$ cat config.mk
export PLATFORM = sky130hd
export DESIGN_NAME = mole_ctrl
export DESIGN_NICKNAME = d
export VERILOG_FILES = /design/src/rtl/mole_ctrl.sv
export SDC_FILE = /design/constraint.sdc
export NUM_CORES = 1
export LEC_CHECK = 0
export ABC_AREA = 1
export CAP_MARGIN = 20
export CORE_MARGIN = 1
export CORE_UTILIZATION = 40
export DETAILED_ROUTE_END_ITERATION = 8
export MAX_ROUTING_LAYER = met4
export PLACE_DENSITY = 0.65
export SLEW_MARGIN = 30
export SYNTH_ARGS = -nofsm -noshare
export SYNTH_HDL_FRONTEND = slang
export SYNTH_SLANG_ARGS = --single-unit
export TNS_END_PERCENT = 5
$ cat constraint.sdc
create_clock -name clk -period 3.89 [get_ports clk]
set_clock_uncertainty 0.1 [all_clocks]
set_input_delay 0.778 -clock clk [delete_from_list [all_inputs] [get_ports clk]]
set_output_delay 0.778 -clock clk [all_outputs]
set_load 0.02 [all_outputs]
$ cat src/rtl/mole_ctrl.sv
// Whack-a-mole round controller: lights one pseudo-random target per tick,
// scores button hits, charges lives on timeouts and raises difficulty.
module mole_ctrl #(
    parameter int         NUM_TARGETS   = 8,
    parameter int         SHOW_TICKS    = 3,
    parameter int         LEVEL_UP_HITS = 5,
    parameter int         MAX_DIFF      = 4,
    parameter int         START_LIVES   = 3,
    parameter logic [7:0] LFSR_SEED     = 8'hA5
) (
    input  logic                   clk,
    input  logic                   rst,
    input  logic                   enable,
    input  logic                   tick,
    input  logic [NUM_TARGETS-1:0] hit,
    output logic [NUM_TARGETS-1:0] targets,
    output logic [15:0]            score,
    output logic [2:0]             difficulty,
    output logic [2:0]             lives,
    output logic                   game_over,
    output logic                   hit_pulse,
    output logic                   miss_pulse
);
    localparam int IW = $clog2(NUM_TARGETS);
    localparam int TW = ($clog2(SHOW_TICKS) > 0) ? $clog2(SHOW_TICKS) : 1;
    localparam int HW = ($clog2(LEVEL_UP_HITS) > 0) ? $clog2(LEVEL_UP_HITS) : 1;

    typedef enum logic [1:0] {IDLE, WAIT, SHOW, GAMEOVER} state_t;

    state_t                 state;
    logic [7:0]             lfsr;
    logic [NUM_TARGETS-1:0] hit_q;
    logic [TW-1:0]          tick_cnt;
    logic [HW-1:0]          hits_in_level;
    logic [IW-1:0]          prev_idx;

    logic                   lfsr_fb;
    logic [IW-1:0]          idx_raw;
    logic [IW-1:0]          idx;
    logic                   press_lit;

    assign lfsr_fb   = lfsr[7] ^ lfsr[5] ^ lfsr[4] ^ lfsr[3];
    assign idx_raw   = IW'(lfsr % 8'(NUM_TARGETS));
    // Bump to the next target (wrapping) so a spawn never repeats the last one.
    assign idx       = (idx_raw != prev_idx)               ? idx_raw :
                       (idx_raw == IW'(NUM_TARGETS - 1))   ? '0      : idx_raw + 1'b1;
    assign press_lit = |(hit & ~hit_q & targets);

    always_ff @(posedge clk or posedge rst) begin
        if (rst) begin
            state         <= IDLE;
            targets       <= '0;
            score         <= '0;
            difficulty    <= '0;
            lives         <= 3'(START_LIVES);
            game_over     <= 1'b0;
            hit_pulse     <= 1'b0;
            miss_pulse    <= 1'b0;
            lfsr          <= LFSR_SEED;
            hit_q         <= '0;
            tick_cnt      <= '0;
            hits_in_level <= '0;
            prev_idx      <= '0;
        end else begin
            hit_q      <= hit;
            hit_pulse  <= 1'b0;
            miss_pulse <= 1'b0;
            if (enable)
                lfsr <= {lfsr[6:0], lfsr_fb};

            if (!enable) begin
                state     <= IDLE;
                targets   <= '0;
                game_over <= 1'b0;
            end else begin
                case (state)
                    IDLE: begin
                        targets       <= '0;
                        game_over     <= 1'b0;
                        score         <= '0;
                        difficulty    <= '0;
                        hits_in_level <= '0;
                        tick_cnt      <= '0;
                        lives         <= 3'(START_LIVES);
                        state         <= WAIT;
                    end
                    WAIT: begin
                        targets <= '0;
                        if (tick) begin
                            targets  <= NUM_TARGETS'(1) << idx;
                            prev_idx <= idx;
                            tick_cnt <= '0;
                            state    <= SHOW;
                        end
                    end
                    SHOW: begin
                        if (press_lit) begin
                            if (score != 16'hFFFF)
                                score <= score + 16'd1;
                            hit_pulse <= 1'b1;
                            targets   <= '0;
                            if (hits_in_level == HW'(LEVEL_UP_HITS - 1)) begin
                                hits_in_level <= '0;
                                if (difficulty < 3'(MAX_DIFF))
                                    difficulty <= difficulty + 3'd1;
                            end else begin
                                hits_in_level <= hits_in_level + 1'b1;
                            end
                            state <= WAIT;
                        end else if (tick && tick_cnt == TW'(SHOW_TICKS - 1)) begin
                            miss_pulse <= 1'b1;
                            targets    <= '0;
                            if (lives != 3'd0)
                                lives <= lives - 3'd1;
                            if (lives <= 3'd1) begin
                                game_over <= 1'b1;
                                state     <= GAMEOVER;
                            end else begin
                                state <= WAIT;
                            end
                        end else if (tick) begin
                            tick_cnt <= tick_cnt + 1'b1;
                        end
                    end
                    GAMEOVER: begin
                        targets   <= '0;
                        game_over <= 1'b1;
                    end
                    default: state <= IDLE;
                endcase
            end
        end
    end
endmodule

==> results by group, run 1 <==
Clocking
  – Clock transition at path regs: 0.07 ns
  – Post-CTS setup buffers: 0
  – Hold_buf cts: 0
  – H-tree depth: 3
  – Maximum buffer depth of the clock tree: 2
  – Clock Latency Late Sink: 0.34 ns
  – CTS Sinks: 59
  – Clock root cell: clkbuf_8
  – Post-cts sizing count: 0
  – CTS tree: yes
  – TritonCTS buffer count: 9

Final layout
  – Post-layout util: 51.9%
  – N_diodes: 0
  – Fraction of layout cells with a size suffix above 1: 10.0%
  – Area growth syn-to-layout: 24.8%
  – Fill count: 751
  – Fin cells: 562
  – Nets: 483

Placed design
  – GPL Wtd Cong: 0.828
  – Detail Placement HPWL: 5.06 mm
  – DP Cell Count: 546
  – Port buffer count: 44

Critical path
  – CP Max Fanout: 32
  – Crit path DAT: 2.83 ns
  – Setup CP Type: flop to flop
  – Critical path startpoint category: flop
  – CP Data Required Time: 4.05 ns
  – CP Capture Type: flop

Routing
  – Routed WL: 6.97 mm
  – Wire per inst: 12.4 um
  – Remaining antenna violation count after routing: 0
  – Pre-Repair DR Iteration Count: 4
  – Vias per cell: 4.91
  – DRT iter0 DRCs: 183
  – DRC: 0
  – Via count: 2759

Yosys
  – Post-Syn Instances: 405
  – Syn Std Cell Area: 3230 um^2
  – Seq/Total Area, Yosys: 45.9%
  – Synth top area cells: dfrtp_1 (41%), nand2_1 (14%), nand3_1 (6.5%)
  – Number of synthesized register bits: 59
  – Ys async rst share: 100%
  – Avg Inst Size Synth: 7.98 um^2
  – Most numerous cell in the Yosys netlist: nand2_1
  – Largest area contributor in the netlist: dfrtp_1
  – Dominant synthesized flop cell: dfrtp_1
  – Syn. warnings: 0
  – Yosys cell types: 32
  – Synth top area share: 41.0%
  – Mapped Nets: 433
  – Synth cell count leaders: nand2_1 (122), dfrtp_1 (53), inv_1 (42), nand3_1 (42), o21ai_1 (27)
  – Post-synth EDFFs: 0

Floorplanning
  – Ports: 45
  – Initial Utilization: 41.6%
  – # rows: 32
  – Die Y: 91.9 um
  – Die area: 8440 um^2
  – Die Span X: 91.9 um
  – Core Area: 7770 um^2

Status
  – Status: completed

Timing
  – Max_slew headroom: 56.8%
  – Setup TNS: 0 ns
  – Fmax: 375 MHz
  – Final setup violation count: 0
  – Final Critical Period: 2.66 ns
  – RSZ-0062 raised after global routing: no
  – Fin. max-slew vios: 0
  – Worst slew pin tran: 0.648 ns
  – Fin. Hold Viols: 0
  – Fin crit share: 68.5%

Power and ir drop
  – Maximum VDD drop: 0.336 mV
  – P_leak: 1.93 nW
  – Power Dens Cells: 511 nW/um^2

Global route
  – Number of global-route vias before repair: 2593
  – Initial antenna violation count: 0
  – Congestion Overflow GR: 0
  – Largest net degree at the start of global routing: 35
  – First-pass GRT wire length: 12.1 mm
  – GRT Overall Usage: 18.6%

Min path
  – Tightest Hold Check Type: flop to flop

Flow run
  – Maxcap violations: 0
-- metal layers --
layer / vias to the layer above / global-route usage (%) / part of all wire (%)
li1: 1426 / - / -
met1: 1275 / 23.0 / 47
met2: 46 / 29.5 / 48
met3: 12 / 4.98 / 3.4
met4: 0 / 6.51 / 1.5
met5: - / - / 0
-- logic make-up after synthesis --
family | after synthesis | share of synthesized area (%)
and+or+nand+nor | 213 | 30.1
DFF | 59 | 45.9
AOI/OAI and AO/OA | 57 | 9.25
buffers and inverters | 54 | 6.89
adders and majority gates | 16 | 6.19
xor gates and xnor gates | 6 | 1.63
-- state kept, by name (all words and copies together) (netlist names), 2 cells and up --
signal,cells
targets,8
lives,3
hit_q,8
state,2
prev_idx,3
lfsr,8
difficulty,3
hits_in_level,3
score,16
tick_cnt,2
-- layout make-up --
cell class              instances  area, um^2  area share [%]
multi-input cells             292        1530            37.8
clock buffers                  12         165            4.10
flip-flops and latches         59        1480            36.8
repair buffers                 47         463            11.5
well taps                     102         128            3.16
inverters                      46         173            4.28
clock inverters                 4        95.1            2.36
-- critical path, cell delays in order (launching register included) --
cell	delay, ns
dfrtp_1	0.45
inv_1	0.14
ha_1	0.59
inv_1	0.29
nor4_2	0.44
nand3b_4	0.12
nand2_4	0.28
nand2_1	0.09
o21ai_1	0.08
-- metrics by stage --
stage | worst slack [ns] | power [mW] | instance area [um^2] | hold slack, ns
2_1_floorplan | 1.57 | 1.21 | 3230 | 0.342
3_3_place_gp | 1.02 | 1.34 | 3770 | 0.364
3_5_place_dp | 0.947 | 1.35 | 3770 | 0.359
4_1_cts | 1.17 | 2.08 | 4030 | 0.376
5_1_grt | 0.932 | 2.21 | 4030 | 0.401
6_report | 1.23 | 2.06 | 4030 | 0.374
-- cell usage in the layout (no fill, tap or decap), drive strengths merged --
master         netlist  routed
or2                  5       5
dfstp                6       6
o21bai               2       2
nor3                 9       9
clkinv               0       1
ha                  16      16
a21oi                5       5
inv                 46      46
o21ai               47      47
nand4                8       8
clkdlybuf4s50        0      44
buf                  6       3
o21a                 1       1
clkbuf               2      12
nand2              124     124
o31ai                1       1
nand3               42      42
o221ai               1       1
xor2                 1       1
xnor2                5       5
bufinv               0       3
nand3b               3       3
dfrtp               53      53
nor2                21      21
nor4                 1       1
-- where the power goes --
group | total [mW] | internal [mW] | leakage (nW) | switching [mW]
clock | 0.716 | 0.477 | 0.133 | 0.239
combinational | 0.565 | 0.198 | 1.02 | 0.366
sequential | 0.780 | 0.702 | 0.775 | 0.0776
-- worst paths after layout --
kind,startpoint,endpoint,slack [ns],cells after the start
max reg2reg,state[0],score[3],1.23,8
min in group asynchronous,rst,score[3],0.73,3
min reg2reg,lfsr[6],lfsr[6],0.37,2
max in group asynchronous,rst,lfsr[0],2.58,3
max,state[0],score[3],1.23,8
min,lfsr[6],lfsr[6],0.37,2
Note: power is estimated with default switching activity, not from simulation.
==> run 2, diff against run 1 <==
- clock period: 3.89 -> 2.6 ns (I/O delays scaled with it)
==> run 2 against run 1 <==
Global-route usage decreased by 0.082 points. Routed wire length decreased by 2.2%. Design area decreased by 1.3%. Largest power group unchanged. Setup slack got worse by 0.77 ns. Flip-flop and latch count unchanged. Highest routed layer unchanged. Clock-buffer cell count increased by 1. Total power increased by 37%. Critical path type is now flop to output port. Combinational power increased by 49%.
==> results by group, run 2 (synthesis results as in run 1) <==
Status
  – Status: completed (unchanged)

Routing
  – DRC: 0 (unchanged)
  – Routed WL: 6.82 mm (was 6.97 mm)
  – Pre-Repair DR Iteration Count: 4 (unchanged)
  – Wire per inst: 12.1 um (was 12.4 um)
  – Via count: 2769 (was 2759)
  – Vias per cell: 4.92 (was 4.91)
  – DRT iter0 DRCs: 111 (was 183)
  – Remaining antenna violation count after routing: 0 (unchanged)

Timing
  – Fin crit share: 82.6%
  – RSZ-0062 raised after global routing: no (unchanged)
  – Setup TNS: 0 ns (unchanged)
  – Final Critical Period: 2.15 ns
  – Fin. Hold Viols: 0 (unchanged)
  – Max_slew headroom: 69.6% (was 56.8%)
  – Fin. max-slew vios: 0 (unchanged)
  – Setup WS post-layout: 0.453 ns (was 1.23 ns)
  – Final setup violation count: 0 (unchanged)
  – Worst slew pin tran: 0.453 ns (was 0.648 ns)
  – Fmax: 466 MHz

Clocking
  – Post-cts sizing count: 0 (unchanged)
  – Maximum buffer depth of the clock tree: 2 (unchanged)
  – Clock root cell: clkbuf_8 (unchanged)
  – Clock Latency Late Sink: 0.33 ns (was 0.34 ns)
  – Post-CTS setup buffers: 0 (unchanged)
  – Clock transition at path regs: 0.06 ns (was 0.07 ns)
  – Hold_buf cts: 0 (unchanged)
  – H-tree depth: 3 (unchanged)
  – CTS tree: yes (unchanged)
  – CTS Sinks: 59 (unchanged)
  – TritonCTS buffer count: 9 (unchanged)

Global route
  – Largest net degree at the start of global routing: 60 (was 35)
  – Congestion Overflow GR: 0 (unchanged)
  – GRT Overall Usage: 18.5% (was 18.6%)
  – Number of global-route vias before repair: 2634 (was 2593)
  – Busiest grt layer: met2 (unchanged)
  – Met3 Use GR: 2.74% (was 4.98%)
  – First-pass GRT wire length: 12.1 mm (about the same)
  – Met2 usage: 28.7% (was 29.5%)
  – Initial antenna violation count: 0 (unchanged)
  – GR Util met1: 24.1% (was 23.0%)

Floorplanning
  – Die area: 8440 um^2 (unchanged)
  – Die Y: 91.9 um (unchanged)
  – # rows: 32 (unchanged)
  – Initial Utilization: 41.6% (unchanged)
  – Die Span X: 91.9 um (unchanged)
  – Core Area: 7770 um^2 (unchanged)
  – Ports: 45 (unchanged)

Final layout
  – Post-layout util: 51.3% (was 51.9%)
  – Fraction of layout cells with a size suffix above 1: 9.54% (was 10.0%)
  – Most frequent cells in the layout: nand2_1 (122), dfrtp_1 (53), clkdlybuf4s50_1 (44) (unchanged)
  – Fill count: 782 (was 751)
  – Max FFs per register: 16 (unchanged)
  – Nets: 484 (was 483)
  – Commonest non-fill, non-tap cell in the layout: nand2_1 (unchanged)
  – Largest Register: score (unchanged)
  – Area growth syn-to-layout: 23.2% (was 24.8%)
  – N_diodes: 0 (unchanged)

Power and ir drop
  – PnR Total Power: 2.82 mW (was 2.06 mW)
  – Power Dens Cells: 709 nW/um^2 (was 511 nW/um^2)
  – Maximum VDD drop: 0.468 mV (was 0.336 mV)
  – P_leak: 1.90 nW (was 1.93 nW)

Placed design
  – Setup WS pre-CTS: 0.223 ns (was 0.947 ns)
  – GPL Wtd Cong: 0.848 (was 0.828)
  – Port buffer count: 44 (unchanged)
  – Detail Placement HPWL: 5.01 mm (was 5.06 mm)

Critical path
  – Delay-heaviest family, CP: buffers and inverters (was simple AND/OR/NAND/NOR gates)
  – Setup CP Type: flop to output port (was flop to flop)
  – Crit path DAT: 1.53 ns (was 2.83 ns)
  – CP Capture Type: output port (was flop)
  – CP Data Required Time: 1.98 ns (was 4.05 ns)
  – CP max stage cell: clkdlybuf4s50_1 (was ha_1)
  – Buf+Inv Stages, Crit Path: 1 (was 2)
  – Critical-path cell list: clkdlybuf4s50_1 (was inv_1, ha_1, inv_1, nor4_2, nand3b_4, nand2_4, nand2_1, o21ai_1)
  – Critical path startpoint category: flop (unchanged)
  – CP Max Fanout: 6 (was 32)
  – Crit path largest cell delay: 0.62 ns (was 0.59 ns)

Flow run
  – Maxcap violations: 0 (unchanged)

Min path
  – Tightest Hold Check Type: flop to flop (unchanged)
==> run 2: changes by cell type in the layout (fill, tap and decap cells not counted) <==
cell,change
bufinv_16,-2
buf_12,+1
clkinv_2,+1
clkbuf_8,-2
clkbuf_1,+3
==> run 2: routing by layer <==
metal	wire length (um)	up-vias
met5	0	-
met2	3200	47
met3	218	10
li1	-	1427
met1	3250	1285
met4	141	0
==> run 2: worst paths after layout <==
path	from	to	slack (ns)	cells past startpoint
max in group asynchronous	rst	lives[0]	1.62	3
min reg2reg	lfsr[5]	lfsr[5]	0.38	2
max	lives[0]	lives[0]	0.45	1
max reg2reg	state[0]	score[0]	0.48	10
min	lfsr[5]	lfsr[5]	0.38	2
min in group asynchronous	rst	hit_q[3]	0.47	3
==> run 2: per-stage QoR <==
stage	hold slack (ns)	cells	instance area [um^2]
2_1_floorplan	0.342	405	3230
3_3_place_gp	0.358	547	3790
3_5_place_dp	0.363	547	3790
5_1_grt	0.400	563	3980
6_report	0.377	563	3980
4_1_cts	0.380	563	3980
==> run 2: power breakdown <==
part           total [mW]  switching [mW]  internal (mW)  leakage, nW
Sequential           1.16           0.110           1.05        0.775
Combinational       0.843           0.541          0.302         1.03
Clock               0.819           0.352          0.467       0.0974
Total                2.82            1.00           1.82         1.90
==> run 2: final cells by class <==
class / instances / area [um^2] / share of cell area (%)
Sequential cell: 59 / 1480 / 37.3
Multi-Input combinational cell: 292 / 1530 / 38.3
Tap cell: 102 / 128 / 3.21
Inverter: 46 / 173 / 4.34
Clock inverter: 3 / 40.0 / 1.01
Timing Repair Buffer: 48 / 483 / 12.1
Clock buffer: 13 / 149 / 3.74
